<file path="src/rtl/spi_pkg.sv">
// Shared types and constants for the parameterised SPI master: FSM states,
// clock-mode encodings and counter sizing helper.
package spi_pkg;

    typedef enum logic [2:0] {
        ST_IDLE  = 3'd0,
        ST_LEAD  = 3'd1,
        ST_SHIFT = 3'd2,
        ST_TRAIL = 3'd3,
        ST_GAP   = 3'd4
    } spi_state_e;

    localparam bit CPOL_IDLE_LOW     = 1'b0;
    localparam bit CPOL_IDLE_HIGH    = 1'b1;
    localparam bit CPHA_SAMPLE_LEAD  = 1'b0;
    localparam bit CPHA_SAMPLE_TRAIL = 1'b1;

    // Width of a counter or index that must reach terminal-1; never below one bit.
    function automatic int spi_cnt_w(input int terminal);
        return (terminal > 1) ? $clog2(terminal) : 1;
    endfunction

endpackage

</file>
<file path="src/rtl/spi_sck_gen.sv">
// SCK divider: toggles SCK every CLK_DIV cycles while enabled and flags which
// toggle is a leading or trailing edge; SCK rests at CPOL otherwise.
module spi_sck_gen
    import spi_pkg::*;
#(
    parameter int CLK_DIV = 4,
    parameter bit CPOL    = 1'b0
) (
    input  logic clk_i,
    input  logic rst_i,
    input  logic en_i,
    output logic sck_o,
    output logic lead_o,
    output logic trail_o
);

    localparam int DIV_W = spi_cnt_w(CLK_DIV);

    logic [DIV_W-1:0] div_q;
    logic             sck_q;
    logic             tick;

    assign tick = en_i && (div_q == DIV_W'(CLK_DIV - 1));

    // Strobes mark the edge on which SCK is about to change, so the FSM acts
    // on the same clock edge that moves SCK.
    assign lead_o  = tick && (sck_q == CPOL);
    assign trail_o = tick && (sck_q != CPOL);
    assign sck_o   = sck_q;

    always_ff @(posedge clk_i or posedge rst_i) begin
        if (rst_i) begin
            div_q <= '0;
            sck_q <= CPOL;
        end else if (!en_i) begin
            div_q <= '0;
            sck_q <= CPOL;
        end else if (tick) begin
            div_q <= '0;
            sck_q <= ~sck_q;
        end else begin
            div_q <= div_q + DIV_W'(1);
        end
    end

endmodule

</file>
<file path="src/rtl/spi_master_param.sv">
// Parameterised SPI master: one word per START, MSB first, selectable CPOL/CPHA,
// per-transfer chip select and a programmable CS-high gap between words.
module spi_master_param
    import spi_pkg::*;
#(
    parameter int DATA_W  = 16,
    parameter int CLK_DIV = 4,
    parameter int NUM_CS  = 2,
    parameter bit CPOL    = 1'b0,
    parameter bit CPHA    = 1'b0,
    parameter int CS_GAP  = 2
) (
    input  logic                         clk_i,
    input  logic                         rst_i,
    input  logic                         start_i,
    input  logic [spi_cnt_w(NUM_CS)-1:0] cs_sel_i,
    input  logic [DATA_W-1:0]            data_mosi_i,
    input  logic                         miso_i,
    output logic                         mosi_o,
    output logic                         sck_o,
    output logic [NUM_CS-1:0]            csbar_o,
    output logic                         busy_o,
    output logic                         fin_o,
    output logic [DATA_W-1:0]            data_miso_o
);

    localparam int CS_W   = spi_cnt_w(NUM_CS);
    localparam int BIT_W  = spi_cnt_w(DATA_W);
    localparam int PH_MAX = (CLK_DIV > CS_GAP) ? CLK_DIV : CS_GAP;
    localparam int PH_W   = spi_cnt_w(PH_MAX);

    spi_state_e        state_q;
    logic [PH_W-1:0]   ph_q;
    logic [BIT_W-1:0]  bit_q;
    logic [DATA_W-1:0] tx_q;
    logic [DATA_W-1:0] rx_q;
    logic              mosi_q;
    logic [NUM_CS-1:0] csbar_q;
    logic              busy_q;
    logic              fin_q;
    logic [DATA_W-1:0] data_miso_q;

    logic              sel_valid;
    logic              gap_done;
    logic              accept;
    logic              shift_en;
    logic              sck_lead;
    logic              sck_trail;
    logic [NUM_CS-1:0] sel_csbar;

    generate
        for (genvar gi = 0; gi < NUM_CS; gi++) begin : g_csbar
            assign sel_csbar[gi] = (cs_sel_i != CS_W'(gi));
        end
    endgenerate

    assign sel_valid = ({1'b0, cs_sel_i} < (CS_W + 1)'(NUM_CS));
    assign gap_done  = (state_q == ST_GAP) && (ph_q == PH_W'(CS_GAP - 1));
    // The last GAP cycle counts as idle so a held START restarts with exactly
    // CS_GAP cycles of CS high; BUSY then stays high across the two words.
    assign accept    = start_i && sel_valid && ((state_q == ST_IDLE) || gap_done);
    assign shift_en  = (state_q == ST_SHIFT);

    spi_sck_gen #(
        .CLK_DIV (CLK_DIV),
        .CPOL    (CPOL)
    ) u_sck_gen (
        .clk_i   (clk_i),
        .rst_i   (rst_i),
        .en_i    (shift_en),
        .sck_o   (sck_o),
        .lead_o  (sck_lead),
        .trail_o (sck_trail)
    );

    always_ff @(posedge clk_i or posedge rst_i) begin
        if (rst_i) begin
            state_q     <= ST_IDLE;
            ph_q        <= '0;
            bit_q       <= '0;
            tx_q        <= '0;
            rx_q        <= '0;
            mosi_q      <= 1'b0;
            csbar_q     <= '1;
            busy_q      <= 1'b0;
            fin_q       <= 1'b0;
            data_miso_q <= '0;
        end else begin
            fin_q <= 1'b0;
            if (accept) begin
                state_q <= ST_LEAD;
                ph_q    <= '0;
                bit_q   <= '0;
                rx_q    <= '0;
                csbar_q <= sel_csbar;
                busy_q  <= 1'b1;
                if (CPHA == CPHA_SAMPLE_LEAD) begin
                    mosi_q <= data_mosi_i[DATA_W-1];
                    tx_q   <= {data_mosi_i[DATA_W-2:0], 1'b0};
                end else begin
                    mosi_q <= 1'b0;
                    tx_q   <= data_mosi_i;
                end
            end else begin
                case (state_q)
                    ST_LEAD: begin
                        if (ph_q == PH_W'(CLK_DIV - 1)) begin
                            state_q <= ST_SHIFT;
                            ph_q    <= '0;
                        end else begin
                            ph_q <= ph_q + PH_W'(1);
                        end
                    end
                    ST_SHIFT: begin
                        if (sck_lead) begin
                            if (CPHA == CPHA_SAMPLE_LEAD) begin
                                rx_q <= {rx_q[DATA_W-2:0], miso_i};
                            end else begin
                                mosi_q <= tx_q[DATA_W-1];
                                tx_q   <= {tx_q[DATA_W-2:0], 1'b0};
                            end
                        end
                        if (sck_trail) begin
                            if (CPHA == CPHA_SAMPLE_LEAD) begin
                                mosi_q <= tx_q[DATA_W-1];
                                tx_q   <= {tx_q[DATA_W-2:0], 1'b0};
                            end else begin
                                rx_q <= {rx_q[DATA_W-2:0], miso_i};
                            end
                            if (bit_q == BIT_W'(DATA_W - 1)) begin
                                state_q <= ST_TRAIL;
                            end else begin
                                bit_q <= bit_q + BIT_W'(1);
                            end
                        end
                    end
                    ST_TRAIL: begin
                        if (ph_q == PH_W'(CLK_DIV - 1)) begin
                            state_q     <= ST_GAP;
                            ph_q        <= '0;
                            csbar_q     <= '1;
                            mosi_q      <= 1'b0;
                            fin_q       <= 1'b1;
                            data_miso_q <= rx_q;
                        end else begin
                            ph_q <= ph_q + PH_W'(1);
                        end
                    end
                    ST_GAP: begin
                        if (gap_done) begin
                            state_q <= ST_IDLE;
                            ph_q    <= '0;
                            busy_q  <= 1'b0;
                        end else begin
                            ph_q <= ph_q + PH_W'(1);
                        end
                    end
                    default: begin
                        state_q <= ST_IDLE;
                    end
                endcase
            end
        end
    end

    assign mosi_o      = mosi_q;
    assign csbar_o     = csbar_q;
    assign busy_o      = busy_q;
    assign fin_o       = fin_q;
    assign data_miso_o = data_miso_q;

endmodule

</file>
<file path="config.mk">
export PLATFORM = sky130hd
export DESIGN_NAME = spi_master_param
export DESIGN_NICKNAME = d
export VERILOG_FILES = /design/src/rtl/spi_pkg.sv /design/src/rtl/spi_sck_gen.sv /design/src/rtl/spi_master_param.sv
export SDC_FILE = /design/constraint.sdc
export NUM_CORES = 1
export LEC_CHECK = 0
export CAP_MARGIN = 20
export CORE_ASPECT_RATIO = 0.5
export CORE_UTILIZATION = 45
export DETAILED_ROUTE_END_ITERATION = 6
export PLACE_DENSITY_LB_ADDON = 0.3
export SYNTH_ARGS = -nofsm -noshare
export SYNTH_HDL_FRONTEND = slang
export SYNTH_SLANG_ARGS = --single-unit
</file>
<file path="constraint.sdc">
create_clock -name clk_i -period 4.97 [get_ports clk_i]
set_input_delay 0.497 -clock clk_i [delete_from_list [all_inputs] [get_ports clk_i]]
set_output_delay 0.497 -clock clk_i [all_outputs]
set_load 0.02 [all_outputs]
</file>
==> results.ini <==
[worst_hold_path]
holdPathEnd=u_sck_gen.div_q[0]
whs_path_depth=1
hp-class=register to register
min_from=u_sck_gen.div_q[0]

[critical_path]
critPathMaxFanout=19
cp.required_ns=5.22
r2r_cells=5
worstSetupStartpointType=register
cp-end-kind=register
r2r-start=ph_q[0]
cpPeakStageDelay_ns=0.64
regToRegSetupSlack_ns=2.57
critical_path_arrival_ns=2.64
worstPathCellList=ha_1, nand3_1, clkinv_1, nor3_1, a21oi_1
worst_path_max_delay_cell=clkinv_1
rr_endpoint=csbar_o[1]
crit_type=register to register

[layout]
final_layout_size_suffix_gt1_frac=0.0667
seq_area_um2=1600
final_net_count=351
nFillCells=484
area_delta_synth_final_pct=28.8
diodes=0
multi_input_area_um2=1100

[clock_tree]
cts.path.max_buffers=2
hold_buffers=0
cts_tree=yes
cts_setup_buffers=0
cts_made_buffers=9
clkTransAtPathRegs_ns=0.05
htree_num_levels=3
clock_sinks=64
clk-insertion-delay-late_ns=0.33
ctsResizeCount=0
cts_root_buf=clkbuf_16

[logic_synthesis]
syn-instance-count=285
synth_top_area_frac=0.552
yosysWarnings=0
yosysSeqAreaShare=0.571
async_reset_ff_frac=1.00
synth_ff_type=dfrtp_1
synth_top_area_cell=dfrtp_1
synthTopCellsByArea=dfrtp_1 55%, nand2_1 12%, a22o_1 4.7%, a21oi_1 4.1%, a21o_1 3.7%
synth.distinct_cells=37
synth_edf_count=0
ys_ff_latch=64
synth_nets=311
yosysMostFrequentCell=nand2_1
syn_area_um2=2810
avgSynthCellArea_um2=9.86
ys_top_cells_by_count=88 x nand2_1, 62 x dfrtp_1, 23 x a21oi_1, 15 x a22o_1, 14 x a21o_1

[timing]
finalSetupViolations=0
slew_viol_final=0
finClkSkew_ns=0.00611
worst_slew_pin_slew_ns=0.954
whs_ns=0.470
post-route-min-period_ns=2.40
slew_headroom=0.362
timing.fmax_ghz=0.417
tns_ns=0
finalHoldViolations=0
rsz0062_at_grt=no
final.period_utilization=0.482

[routing]
antenna_left=0
dr.pass1.iters=4
drc=0
wl_per_cell_um=13.5
routed_wl_um=5590
vias=2146
drt_iter0_drc=148
drt-vias-per-instance=5.18

[floorplanning]
die_w_um=114
die_area_um2=6580
io_pins=43
coreArea_um2=5750
fp-row-count=19
fp.dieH_um=57.9
start_util=0.488

[global_route]
gr-total-overflow=0
grt_usage=0.197
grt_max_degree=65
antenna_found_initial=0
first_global_vias=2116
grt_pass1_wl_um=9580

[pwr]
powerDensity_nw_per_um2=615
total_leakage_power_nw=1.70
vdd.ir_drop.worst_mv=0.327
power_mw=2.23

[place]
place.gp.congestion=0.782
dp.final_hpwl_um=3620
io_buffers=42

[status]
status=completed

[job]
max_cap_viol_count=0

## routing by layer
layer / track usage / share of wire / routed length, um / up-vias
li1: - / - / - / 1046
met1: 0.227 / 0.46 / 2570 / 1038
met4: 0.0940 / 0.018 / 99 / 0
met5: 0 / 0 / 0 / -
met3: 0.0910 / 0.063 / 353 / 10
met2: 0.319 / 0.46 / 2570 / 52
## how the worst max path moves through the flow
| stage | slack, ns | cells after the start | endpoint | from |
|---|---|---|---|---|
| after floorplan | 2.88 | 1 | bit_q[0] | rst_i |
| after global placement | 2.71 | 5 | csbar_o[1] | ph_q[0] |
| after detailed placement | 2.52 | 5 | csbar_o[1] | ph_q[0] |
| after CTS | 2.54 | 5 | csbar_o[1] | ph_q[0] |
| after global routing | 2.36 | 5 | csbar_o[1] | ph_q[0] |
| final | 2.57 | 5 | csbar_o[1] | ph_q[0] |
## critical path: cells and delay by family (launching register included)
family	cells	cell delay, ns
adders and majority gates	1	0.27
AOI/OAI and AO/OA	1	0.07
DFF	1	0.44
buffers and inverters	1	0.64
and+or+nand+nor	2	0.88
## layout by cell type (no fill, tap or decap), drive strengths merged, types with 4 or more instances in the layout
cell,instances
ha,5
nor3,5
clkdlybuf4s50,42
xnor2,4
a21oi,23
clkbuf,11
dfrtp,62
a22o,15
inv,6
nor2,12
a21o,14
nand2,88
## power by group
group          switching (mW)  internal (mW)
sequential              0.125          0.693
combinational           0.359          0.326
clock                   0.219          0.503
total                   0.703           1.52
## sequential cells by signal (all words and copies together) (netlist names)
name	flops
bit_q	4
u_sck_gen.div_q	2
mosi_o	1
rx_q	16
busy_o	1
ph_q	2
csbar_o	2
state_q	3
fin_o	1
u_sck_gen.sck_o	1
data_miso_o	16
tx_q	15
## stage by stage
step	utilization	setup WS [ns]	std cells	cell area, um^2
after floorplan	-	2.88	285	2810
after global placement	0.569	2.71	398	3270
after detailed placement	0.569	2.52	398	3270
after CTS	0.629	2.54	414	3620
after global routing	0.629	2.36	414	3620
final	0.629	2.57	414	3620
## logic make-up after synthesis
group,synth area share
buffers and inverters,0.0374
AOI/OAI and AO/OA,0.159
DFF,0.571
and+or+nand+nor,0.191
xor gates and xnor gates,0.0125
muxes,0.00713
adders and majority gates,0.0223
## cell type report
cell class / count / area share
clock inverter: 5 / 0.0287
inverter: 7 / 0.00726
multi-input combinational: 199 / 0.304
sequential: 64 / 0.443
clock buffer: 11 / 0.0671
timing repair buffer: 44 / 0.120
tap: 84 / 0.0291
Note: power is estimated with default switching activity, not from simulation.
